==> config.mk <==
export PLATFORM = sky130hd
export DESIGN_NAME = bcd_text_emitter_flat
export DESIGN_NICKNAME = d
export VERILOG_FILES = /design/src/rtl/bcd_text_pkg.sv /design/src/rtl/bcd_text_emitter_if.sv /design/src/rtl/bcd_digit_to_ascii.sv /design/src/rtl/bcd_text_emitter.sv /design/src/flat_wrapper.sv
export SDC_FILE = /design/constraint.sdc
export NUM_CORES = 1
export LEC_CHECK = 0
export CAP_MARGIN = 10
export CORE_MARGIN = 2
export CORE_UTILIZATION = 30
export CTS_CLUSTER_DIAMETER = 40
export DETAILED_ROUTE_END_ITERATION = 10
export GPL_ROUTABILITY_DRIVEN = 0
export GPL_TIMING_DRIVEN = 0
export HOLD_SLACK_MARGIN = 0.1
export PLACE_DENSITY = 0.59
export SYNTH_ARGS = -nofsm -noshare
export SYNTH_HDL_FRONTEND = slang
export SYNTH_SLANG_ARGS = --single-unit
==> constraint.sdc <==
create_clock -name clock -period 9.4 [get_ports clock]
set_input_delay 2.82 -clock clock [delete_from_list [all_inputs] [get_ports clock]]
set_output_delay 2.82 -clock clock [all_outputs]
set_load 0.05 [all_outputs]
==> src/rtl/bcd_text_pkg.sv <==
// bcd_text_pkg: shared constants and FSM encoding for the BCD text emitter.
//   ASCII_ZERO  - character for digit 0 (digits map to ASCII_ZERO + d)
//   ASCII_DOT   - decimal point character
//   ASCII_QMARK - substitute for an illegal BCD nibble (A..F)
//   emit_state_e - IDLE / EMIT / DONE controller states
package bcd_text_pkg;

  localparam logic [7:0] ASCII_ZERO  = 8'h30;
  localparam logic [7:0] ASCII_DOT   = 8'h2E;
  localparam logic [7:0] ASCII_QMARK = 8'h3F;

  typedef enum logic [1:0] {
    IDLE = 2'd0,
    EMIT = 2'd1,
    DONE = 2'd2
  } emit_state_e;

endpackage

==> src/rtl/bcd_text_emitter_if.sv <==
// bcd_text_emitter_if: character write channel towards the overlay RAM writer.
//   char_valid - char_data/char_addr are valid (driven by master)
//   char_ready - downstream accepts when high together with char_valid
//   char_data  - ASCII character
//   char_addr  - character RAM address
interface bcd_text_emitter_if #(
  parameter int ADDR_W = 5
) ();

  logic              char_valid;
  logic              char_ready;
  logic [7:0]        char_data;
  logic [ADDR_W-1:0] char_addr;

  modport master (
    output char_valid,
    output char_data,
    output char_addr,
    input  char_ready
  );

  modport slave (
    input  char_valid,
    input  char_data,
    input  char_addr,
    output char_ready
  );

endinterface

==> src/rtl/bcd_digit_to_ascii.sv <==
// bcd_digit_to_ascii: combinational BCD nibble to ASCII conversion.
//   digit - BCD nibble; 0..9 are legal
//   ascii - 8'h30 + digit for legal digits, '?' for A..F
module bcd_digit_to_ascii
  import bcd_text_pkg::*;
(
  input  logic [3:0] digit,
  output logic [7:0] ascii
);

  // Map legal digits onto '0'..'9'; anything else is flagged visibly as '?'.
  always_comb begin
    if (digit <= 4'd9) begin
      ascii = ASCII_ZERO + {4'b0000, digit};
    end else begin
      ascii = ASCII_QMARK;
    end
  end

endmodule

==> src/rtl/bcd_text_emitter.sv <==
// bcd_text_emitter: renders a packed BCD count as an ASCII string with leading
// zero blanking and an optional decimal point, one character per transfer.
//   clock, reset_n - system clock, asynchronous active-low reset
//   bcd_in         - packed BCD value, nibble 0 least significant
//   start          - single-cycle request to snapshot bcd_in and emit
//   busy           - emission in progress
//   done           - one-cycle pulse after the last character transfer
//   char_if        - valid/ready character channel (data + address)
module bcd_text_emitter
  import bcd_text_pkg::*;
#(
  parameter int         DIGITS      = 6,
  parameter int         FRAC_DIGITS = 3,
  parameter logic [7:0] BLANK_CHAR  = 8'h20,
  parameter int         ADDR_W      = 5,
  parameter int         BASE_ADDR   = 0
) (
  input  logic                  clock,
  input  logic                  reset_n,
  input  logic [4*DIGITS-1:0]   bcd_in,
  input  logic                  start,
  output logic                  busy,
  output logic                  done,
  bcd_text_emitter_if.master    char_if
);

  localparam int LEN     = DIGITS + ((FRAC_DIGITS > 0) ? 1 : 0);
  localparam int IDX_W   = $clog2(LEN + 1);
  localparam int DIG_W   = $clog2(DIGITS);
  // String position of the '.' (most significant character is position 0).
  localparam int DOT_POS = DIGITS - FRAC_DIGITS;
  localparam logic [IDX_W-1:0]  LAST_IDX = IDX_W'(LEN - 1);
  localparam logic [ADDR_W-1:0] BASE_A   = ADDR_W'(BASE_ADDR);

  emit_state_e          state_q, state_d;
  logic [4*DIGITS-1:0]  snap_q, snap_d;
  logic [IDX_W-1:0]     idx_q, idx_d;
  logic                 nz_q, nz_d;      // a non-zero digit has already been emitted
  logic                 busy_q, busy_d;
  logic                 done_q, done_d;
  logic                 valid_q, valid_d;
  logic [7:0]           data_q, data_d;
  logic [ADDR_W-1:0]    addr_q, addr_d;

  logic                 load_s;
  logic [IDX_W-1:0]     pos_s;
  logic [4*DIGITS-1:0]  src_s;
  logic                 nz_base_s;
  logic                 dot_s;
  int                   dig_s;
  logic [DIG_W-1:0]     dig_sel_s;
  logic [3:0]           nib_s;
  logic                 blank_s;
  logic [7:0]           ascii_s;
  logic [3:0]           nibs_s [DIGITS];

  // At start the character is rendered straight from bcd_in, since the
  // snapshot register only holds it from the following cycle.
  always_comb begin
    load_s    = 1'b0;
    pos_s     = '0;
    src_s     = snap_q;
    nz_base_s = nz_q;
    case (state_q)
      IDLE: begin
        if (start) begin
          load_s    = 1'b1;
          src_s     = bcd_in;
          nz_base_s = 1'b0;
        end else begin
          load_s    = 1'b0;
        end
      end
      EMIT: begin
        if (valid_q && char_if.char_ready && (idx_q != LAST_IDX)) begin
          load_s = 1'b1;
          pos_s  = idx_q + IDX_W'(1);
        end else begin
          load_s = 1'b0;
        end
      end
      default: begin
        load_s = 1'b0;
      end
    endcase
  end

  genvar g;
  for (g = 0; g < DIGITS; g++) begin : g_nib
    assign nibs_s[g] = src_s[4*g+3 : 4*g];
  end

  // Translate a string position into either the '.' or a digit index.
  always_comb begin
    dot_s = 1'b0;
    dig_s = 0;
    if ((FRAC_DIGITS > 0) && (int'(pos_s) == DOT_POS)) begin
      dot_s = 1'b1;
    end else if ((FRAC_DIGITS > 0) && (int'(pos_s) > DOT_POS)) begin
      dig_s = DIGITS - int'(pos_s);
    end else begin
      dig_s = DIGITS - 1 - int'(pos_s);
    end
    dig_sel_s = DIG_W'(dig_s);
    if ((dig_s >= 0) && (dig_s < DIGITS)) begin
      nib_s = nibs_s[dig_sel_s];
    end else begin
      nib_s = 4'd0;
    end
    // Only integer digits above the units position can ever be blanked.
    blank_s = !dot_s && (nib_s == 4'd0) && !nz_base_s && (dig_s > FRAC_DIGITS);
  end

  bcd_digit_to_ascii u_digit (
    .digit (nib_s),
    .ascii (ascii_s)
  );

  // Controller next state and next registered outputs.
  always_comb begin
    state_d = state_q;
    snap_d  = snap_q;
    idx_d   = idx_q;
    nz_d    = nz_q;
    busy_d  = busy_q;
    done_d  = 1'b0;
    valid_d = valid_q;
    data_d  = data_q;
    addr_d  = addr_q;
    case (state_q)
      IDLE: begin
        if (start) begin
          state_d = EMIT;
          snap_d  = bcd_in;
          idx_d   = '0;
          busy_d  = 1'b1;
          valid_d = 1'b1;
        end else begin
          state_d = IDLE;
        end
      end
      EMIT: begin
        if (valid_q && char_if.char_ready) begin
          if (idx_q == LAST_IDX) begin
            state_d = DONE;
            busy_d  = 1'b0;
            valid_d = 1'b0;
            done_d  = 1'b1;
          end else begin
            idx_d   = idx_q + IDX_W'(1);
          end
        end else begin
          state_d = EMIT;
        end
      end
      DONE: begin
        state_d = IDLE;
      end
      default: begin
        state_d = IDLE;
        busy_d  = 1'b0;
        valid_d = 1'b0;
      end
    endcase
    if (load_s) begin
      if (dot_s) begin
        data_d = ASCII_DOT;
      end else if (blank_s) begin
        data_d = BLANK_CHAR;
      end else begin
        data_d = ascii_s;
      end
      addr_d = BASE_A + ADDR_W'(pos_s);
      nz_d   = nz_base_s | (!dot_s && (nib_s != 4'd0));
    end else begin
      nz_d   = nz_d;
    end
  end

  // State and output registers; reset abandons any partial string.
  always_ff @(posedge clock or negedge reset_n) begin
    if (!reset_n) begin
      state_q <= IDLE;
      snap_q  <= '0;
      idx_q   <= '0;
      nz_q    <= 1'b0;
      busy_q  <= 1'b0;
      done_q  <= 1'b0;
      valid_q <= 1'b0;
      data_q  <= 8'h00;
      addr_q  <= BASE_A;
    end else begin
      state_q <= state_d;
      snap_q  <= snap_d;
      idx_q   <= idx_d;
      nz_q    <= nz_d;
      busy_q  <= busy_d;
      done_q  <= done_d;
      valid_q <= valid_d;
      data_q  <= data_d;
      addr_q  <= addr_d;
    end
  end

  assign busy               = busy_q;
  assign done               = done_q;
  assign char_if.char_valid = valid_q;
  assign char_if.char_data  = data_q;
  assign char_if.char_addr  = addr_q;

endmodule

==> src/flat_wrapper.sv <==
// flat-port wrapper written by rule: the top's interface ports become plain ports
module bcd_text_emitter_flat import bcd_text_pkg::*;
#(
  parameter int         DIGITS      = 6,
  parameter int         FRAC_DIGITS = 3,
  parameter logic [7:0] BLANK_CHAR  = 8'h20,
  parameter int         ADDR_W      = 5,
  parameter int         BASE_ADDR   = 0
)
  (clock, reset_n, bcd_in, start, busy, done, char_if_char_valid, char_if_char_data, char_if_char_addr, char_if_char_ready);
  bcd_text_emitter_if #(.ADDR_W(ADDR_W)) char_if_i ();
  input  logic clock;
  input  logic reset_n;
  input  logic [4*DIGITS-1:0] bcd_in;
  input  logic start;
  output logic busy;
  output logic done;
  output wire logic [$bits(char_if_i.char_valid)-1:0] char_if_char_valid;
  output wire logic [$bits(char_if_i.char_data)-1:0] char_if_char_data;
  output wire logic [$bits(char_if_i.char_addr)-1:0] char_if_char_addr;
  input wire logic [$bits(char_if_i.char_ready)-1:0] char_if_char_ready;
  assign char_if_char_valid = char_if_i.char_valid;
  assign char_if_char_data = char_if_i.char_data;
  assign char_if_char_addr = char_if_i.char_addr;
  assign char_if_i.char_ready = char_if_char_ready;
  bcd_text_emitter #(.DIGITS(DIGITS), .FRAC_DIGITS(FRAC_DIGITS), .BLANK_CHAR(BLANK_CHAR), .ADDR_W(ADDR_W), .BASE_ADDR(BASE_ADDR)) u_core (.clock(clock), .reset_n(reset_n), .bcd_in(bcd_in), .start(start), .busy(busy), .done(done), .char_if(char_if_i));
endmodule
Yosys cells after proc, flatten, opt, wreduce, memory -nomap -nowiden
Cells that the tools add are included.

storage, ports and cells
  bits in registers = 43
  output and inout port bits = 16

operators by class
  add/subtract/negate cells = 4
  $lt $le $gt $ge = 6
  equal/unequal tests = 10
  multiplexer cells = 34
  bitwise gates (word level) = 3
  reductions and logical operators = 15

operators by type and width
  cell                   count
  $mux W32               2
  $mux W24               2
  $ge A32 B1 Y1 const B  1
  $gt A32 B3 Y1 const B  1
  $lt A32 B4 Y1 const B  1
  $mux W3                5
  $mux W7                2
  $bmux W4 S3            1
  $mux W1                12
  $mux W4                3
  $mux W8                1
  $reduce_and A4 Y1      2
  $sub A3 B3 Y4 const A  2
  $add A6 B4 Y7 const A  1
  $logic_and A1 B1 Y1    7
  $eq A3 B3 Y1 const B   2
  $ne A3 B3 Y1 const B   2
  $pmux W3 S2            1
  $ge A4 B4 Y1 const B   1
  $le A4 B4 Y1 const B   1
  $logic_not A4 Y1       1
  $mux W2                2
  $ne A2 B1 Y1 const B   2
  $ne A2 B2 Y1 const B   2
  other kinds (14)       15

Logic depth before layout (Yosys ltp)
Gate-level depths: netlist of the first run.

  word-level depth = 18
  gate-level depth with buffers = 15
  depth with buffers taken out = 13

Modules after synthesis
From an unflattened synthesis of the first run, not the netlist that was laid out.

second synthesis, totals
  cells, all modules = 213
  area total of the unflattened synthesis = 2364.8 µm²

by module, submodules not included
  module              times used  cells an instance  area each (µm²)  seq. area each (µm²)
  bcd_text_emitter    1           202                2297.2           1076.0
  bcd_digit_to_ascii  1           11                 67.6             0.0

Worst setup path after synthesis of the first run
OpenSTA, ideal clock, no wires.

  kind = in2reg
  start = input port char_if_char_ready
  end = register u_core.data_q[0], in the netlist u_core.char_if.char_data[0]
  setup time = 64 ps
  data arrival time = 5198 ps
  data required time = 9336 ps
  setup slack = 4138 ps
  cell stages on the path = 12
  path buffers = 1
  path through = nand4b_1 > nor2_1 > nand2_1 > ha_1 > nor3b_1 > o211ai_1 > a222oi_1 > buf_4 > or4_2 > o21ai_1 > a22o_1 > a21o_1

between the ends
  cells in the longest elaborated chain, start to end = 18
  elaborated cells between the ends (all ways) = 32
  classes of those cells = add/sub (3); order compare (5); eq/ne (1); mux (14); bitwise (1); reduce/logical (8)

RTL lines
  item                                                    line                     RTL
  start: declaration                                      flat_wrapper.sv:21       input wire logic [$bits(char_if_i.char_ready)-1:0] char_if_char_ready;
  $logic_and A1 B1 Y1 (*) (2 in a row)                    bcd_text_emitter.sv:75   if (valid_q && char_if.char_ready && (idx_q != LAST_IDX)) begin
  branches (longest 16 deep; another with $ge A32 B1 Y1)  n/a
  end signal: assignment                                  bcd_text_emitter.sv:200  data_q <= data_d;
  end: declaration                                        bcd_text_emitter.sv:42   logic [7:0] data_q, data_d;

Mark *: on every way between the ends. The select of a mux whose other input is x is not followed.
A chain may end at the register's enable or synchronous reset.

Worst setup path after layout of the first run
Ends and elaborated chain as after synthesis.

==> results of run 1 <==
[power breakdown]
part | internal (mW) | switching [mW] | total, mW
Sequential | 0.254 | 0.0288 | 0.283
Clock | 0.0866 | 0.0587 | 0.145
Combinational | 0.246 | 0.298 | 0.545
Total | 0.587 | 0.386 | 0.973
[path summary, 6_finish.rpt]
check	depth (start not counted)	endpoint	startpoint	slack [ps]
max in group asynchronous	2	u_core.snap_q[20]	reset_n	6480
max	13	u_core.char_if.char_data[0]	char_if_char_ready	3440
max reg2reg	15	u_core.char_if.char_data[0]	u_core.idx_q[0]	5800
min in group asynchronous	1	u_core.state_q[1]	reset_n	2450
min reg2reg	2	u_core.char_if.char_addr[2]	u_core.char_if.char_addr[2]	490
min	2	u_core.char_if.char_addr[2]	u_core.char_if.char_addr[2]	490
[placed cells by master (no fill, tap or decap), types with 2 or more instances in the layout]
master                            instances
sky130_fd_sc_hd__buf_6                    2
sky130_fd_sc_hd__or2_2                    2
sky130_fd_sc_hd__clkdlybuf4s50_1         38
sky130_fd_sc_hd__mux2_2                  24
sky130_fd_sc_hd__o211ai_1                 3
sky130_fd_sc_hd__mux2i_1                 14
sky130_fd_sc_hd__o21ai_0                  2
sky130_fd_sc_hd__a21oi_1                  4
sky130_fd_sc_hd__nand4_1                  2
sky130_fd_sc_hd__nand2b_1                 2
sky130_fd_sc_hd__o32a_1                   2
sky130_fd_sc_hd__nor2_1                   8
sky130_fd_sc_hd__a21o_1                   5
sky130_fd_sc_hd__buf_4                    6
sky130_fd_sc_hd__ha_1                     5
sky130_fd_sc_hd__nand2_1                 13
sky130_fd_sc_hd__inv_1                    8
sky130_fd_sc_hd__o22ai_1                  4
sky130_fd_sc_hd__or3_1                    2
sky130_fd_sc_hd__nand3_1                  4
sky130_fd_sc_hd__dfrtp_1                 41
sky130_fd_sc_hd__conb_1                   4
sky130_fd_sc_hd__nor2b_1                  2
sky130_fd_sc_hd__clkbuf_8                 6
sky130_fd_sc_hd__nor3b_1                  3
sky130_fd_sc_hd__o21ai_1                  2
sky130_fd_sc_hd__buf_2                    6
[per-stage QoR]
stage,cell area (um^2),utilization [%],std cells,hold slack [ps],power (mW)
2_1_floorplan,2210,-,194,458,0.697
3_3_place_gp,2720,37.9,332,465,0.823
3_5_place_dp,2740,38.1,333,465,0.830
4_1_cts,2850,39.8,341,494,0.983
5_1_grt,2850,39.8,341,512,1.05
6_report,2850,39.8,341,486,0.973
[final cells by class]
| class | instances | area (um^2) | area share [%] |
|---|---|---|---|
| timing repair buffer | 40 | 405 | 14.2 |
| clock inverter | 1 | 30.0 | 1.05 |
| tap | 99 | 124 | 4.34 |
| buffer | 13 | 92.6 | 3.25 |
| clock buffer | 7 | 86.3 | 3.03 |
| multi-input combinational | 132 | 1060 | 37.1 |
| inverter | 8 | 30.0 | 1.05 |
| sequential | 41 | 1030 | 36.0 |
[Yosys cell counts, types with 2 or more instances]
master                      n  share of area [%]
sky130_fd_sc_hd__dfrtp_1   41                 47
sky130_fd_sc_hd__mux2_2    24                 12
sky130_fd_sc_hd__mux2i_1   14                6.4
sky130_fd_sc_hd__nand2_1   13                2.2
sky130_fd_sc_hd__inv_1      8                1.4
sky130_fd_sc_hd__nor2_1     8                1.4
sky130_fd_sc_hd__buf_4      6                2.1
sky130_fd_sc_hd__a21o_1     5                1.7
sky130_fd_sc_hd__buf_2      5                1.1
sky130_fd_sc_hd__ha_1       5                2.8
sky130_fd_sc_hd__a21oi_1    4               0.91
sky130_fd_sc_hd__nand3_1    4               0.91
sky130_fd_sc_hd__o22ai_1    4                1.1
sky130_fd_sc_hd__nor3b_1    3                1.0
sky130_fd_sc_hd__o211ai_1   3                1.0
sky130_fd_sc_hd__buf_6      2                1.0
sky130_fd_sc_hd__nand2b_1   2               0.57
sky130_fd_sc_hd__nand4_1    2               0.57
sky130_fd_sc_hd__nor2b_1    2               0.57
sky130_fd_sc_hd__o21ai_0    2               0.46
sky130_fd_sc_hd__o21ai_1    2               0.46
sky130_fd_sc_hd__o32a_1     2               0.91
sky130_fd_sc_hd__or2_2      2               0.57
sky130_fd_sc_hd__or3_1      2               0.57
[worst reg2reg max path: stages, from the launching register on]
cell	delay [ps]
sky130_fd_sc_hd__dfrtp_1	350
sky130_fd_sc_hd__buf_2	210
sky130_fd_sc_hd__inv_1	70
sky130_fd_sc_hd__ha_1	220
sky130_fd_sc_hd__and2_2	210
sky130_fd_sc_hd__nor2_1	330
sky130_fd_sc_hd__nand2_1	240
sky130_fd_sc_hd__ha_1	270
sky130_fd_sc_hd__nor3b_1	150
sky130_fd_sc_hd__o211ai_1	170
sky130_fd_sc_hd__a222oi_1	120
sky130_fd_sc_hd__buf_4	190
sky130_fd_sc_hd__or4_2	630
sky130_fd_sc_hd__o21ai_1	140
sky130_fd_sc_hd__a22o_1	160
sky130_fd_sc_hd__a21o_1	90
[sequential cells by signal, summed over array words and instances (netlist names)]
| signal | count |
|---|---|
| u_core.idx_q | 3 |
| u_core.state_q | 2 |
| u_core.done | 1 |
| u_core.char_if.char_addr | 3 |
| u_core.nz_q | 1 |
| u_core.char_if.char_valid | 1 |
| u_core.snap_q | 24 |
| u_core.char_if.char_data | 6 |
[routing by layer]
metal	routed length [um]	part of all wire (%)
met1	2400	52
met2	1930	42
met3	287	6.2
met4	24	0.52
met5	0	0
[cells by family after synthesis]
family                     after synthesis  share of synthesized area [%]
and+or+nand+nor                         49                           12.7
DFF                                     41                           46.7
muxes                                   38                           18.7
AOI/OAI and AO/OA                       33                           11.1
buffers and inverters                   21                           5.58
adders and majority gates                5                           2.85
xor gates and xnor gates                 3                           2.17
other                                    1                          0.171
==> results.json, run 1 <==
{
  "result_of_the_run": "complete, no violations",
  "final.fill_count": 690,
  "crit_path_max_delay_family": "simple AND/OR/NAND/NOR gates",
  "synth-main-ff-cell": "sky130_fd_sc_hd__dfrtp_1",
  "grt_pass1_wl_mm": 7.76,
  "detailed_place_hpwl_mm": 3.41,
  "finalWorstSetupSlack_ps": 3440,
  "vias_per_cell": 4.58,
  "setup_viol_count_final": 0,
  "grt_setup_unrepaired": "false",
  "die_height_um": 89.6,
  "clk_pin_slew_worst_paths_ps": 70,
  "power.leakage_nw": 1.30,
  "slew_headroom_pct": 63.5,
  "globalRouteMet1Util_pct": 18.2,
  "cp_num_buf_inv": 2,
  "track_usage_pct": 12.7,
  "fin_tns_setup_ps": 0,
  "route.final.wire_length_mm": 4.64,
  "maxClockFrequency_ghz": 0.168,
  "final.setup_skew_ps": 5.78,
  "worst_setup_path_end_kind": "register",
  "grtUsageMet3_pct": 3.79,
  "initial_antenna_violation_count": 0,
  "buffer_count_from_post_cts_setup_fixing": 0,
  "numPortBuffers": 39,
  "final_routed_drc_violation_total": 0,
  "yosysUniqueCellTypes": 50,
  "yosys_warnings": 0,
  "cts-root-buf": "sky130_fd_sc_hd__clkbuf_8",
  "area_growth_pct": 29.9,
  "hold_buffers": 0,
  "crit_path_arrival_time_ps": 6190,
  "timing.final.hold_violations": 0,
  "number_of_flops_mapped_to_enable_cells_by_yosys": 0,
  "cts_num_sinks": 41,
  "global_route.usage.met2_pct": 18.6,
  "post-place-ws_ps": 3130,
  "global_route.overflow_total": 0,
  "worst_path_max_delay_cell": "sky130_fd_sc_hd__or4_2",
  "largest_net_degree_at_the_start_of_global_routing": 26,
  "fp.dieArea_um2": 8020,
  "critPathRequiredTime_ps": 9630,
  "syn_area_um2": 2200,
  "io-pin-count": 44,
  "first_iter_violations": 66,
  "drv_slew": 0,
  "timing.critical_path.fanout_max": 9,
  "power_density_nw_per_um2": 341,
  "grt_pass1_vias": 1610,
  "startpoint_type": "input pin",
  "cap_viol_max_count": 0,
  "setup.worst_path.class": "in -> reg",
  "synth.ff_latch_count": 41,
  "cts_repair_resize_count": 0,
  "grt_peak_use_layer": "met2",
  "clk_latency_ps": 290,
  "initial_utilization_pct": 30.6,
  "nNetsFinal": 274,
  "detail_route.first_pass.iterations": 4,
  "row_count": 31,
  "via_count": 1563,
  "cts_tree": "done",
  "cts_buffer_depth": 2,
  "route.antenna.remaining_nets": 0,
  "synth_seq_area_share_pct": 46.7,
  "ctsHtreeMaxLevel": 2,
  "routed_wire_length_per_instance_um": 13.6,
  "worst-slew-pin-transition_ps": 541,
  "diodes": 0,
  "ir_worst_vdd_mv": 0.177,
  "crit_path_cell_trace": "clkdlybuf4s50_1 -> nand4b_1 -> nor2_1 -> nand2_1 -> ha_1 -> nor3b_1 -> o211ai_1 -> a222oi_1 -> buf_4 -> or4_2 -> o21ai_1 -> a22o_1 -> a21o_1",
  "avgSynthCellArea_um2": 11.5,
  "cts-buffers-inserted": 5,
  "asyncSetResetFlopFracSynth_pct": 100,
  "post-route-min-period_ps": 5960,
  "finalCritPeriodShare_pct": 63.4,
  "synthesis.instances": 191,
  "final_layout_size_suffix_gt1_share_pct": 23.6,
  "core_area_um2": 7180,
  "cpPeakStageDelay_ps": 630,
  "hold_path.class": "reg -> reg",
  "floorplan.die.width_um": 89.6
}
Note: power is estimated with default switching activity, not from simulation.
==> inputs of run 2 (changes only) <==
Clock period 9.4 ns to 6 ns, I/O delays scaled along.
==> results of run 2 <==
The final DEF is identical to that of run 1. Status: complete, no violations.
Main changes from that run: setup slack after placement 3130 ps -> 749 ps; setup slack after layout 3440 ps -> 1060 ps; register-to-register setup slack 5800 ps -> 2400 ps; total power 0.973 mW -> 1.52 mW; worst IR drop on VDD 0.177 mV -> 0.278 mV
==> inputs of run 3 (changes only) <==
Clock period 6 ns to 5.02 ns, I/O delays scaled along.
==> results of run 3 <==
The final DEF is identical to that of run 1. Status: complete, no violations.
Main changes from that run: setup slack after placement 3130 ps -> 63.2 ps; setup slack after layout 3440 ps -> 371 ps; register-to-register setup slack 5800 ps -> 1420 ps; total power 0.973 mW -> 1.82 mW; worst IR drop on VDD 0.177 mV -> 0.332 mV
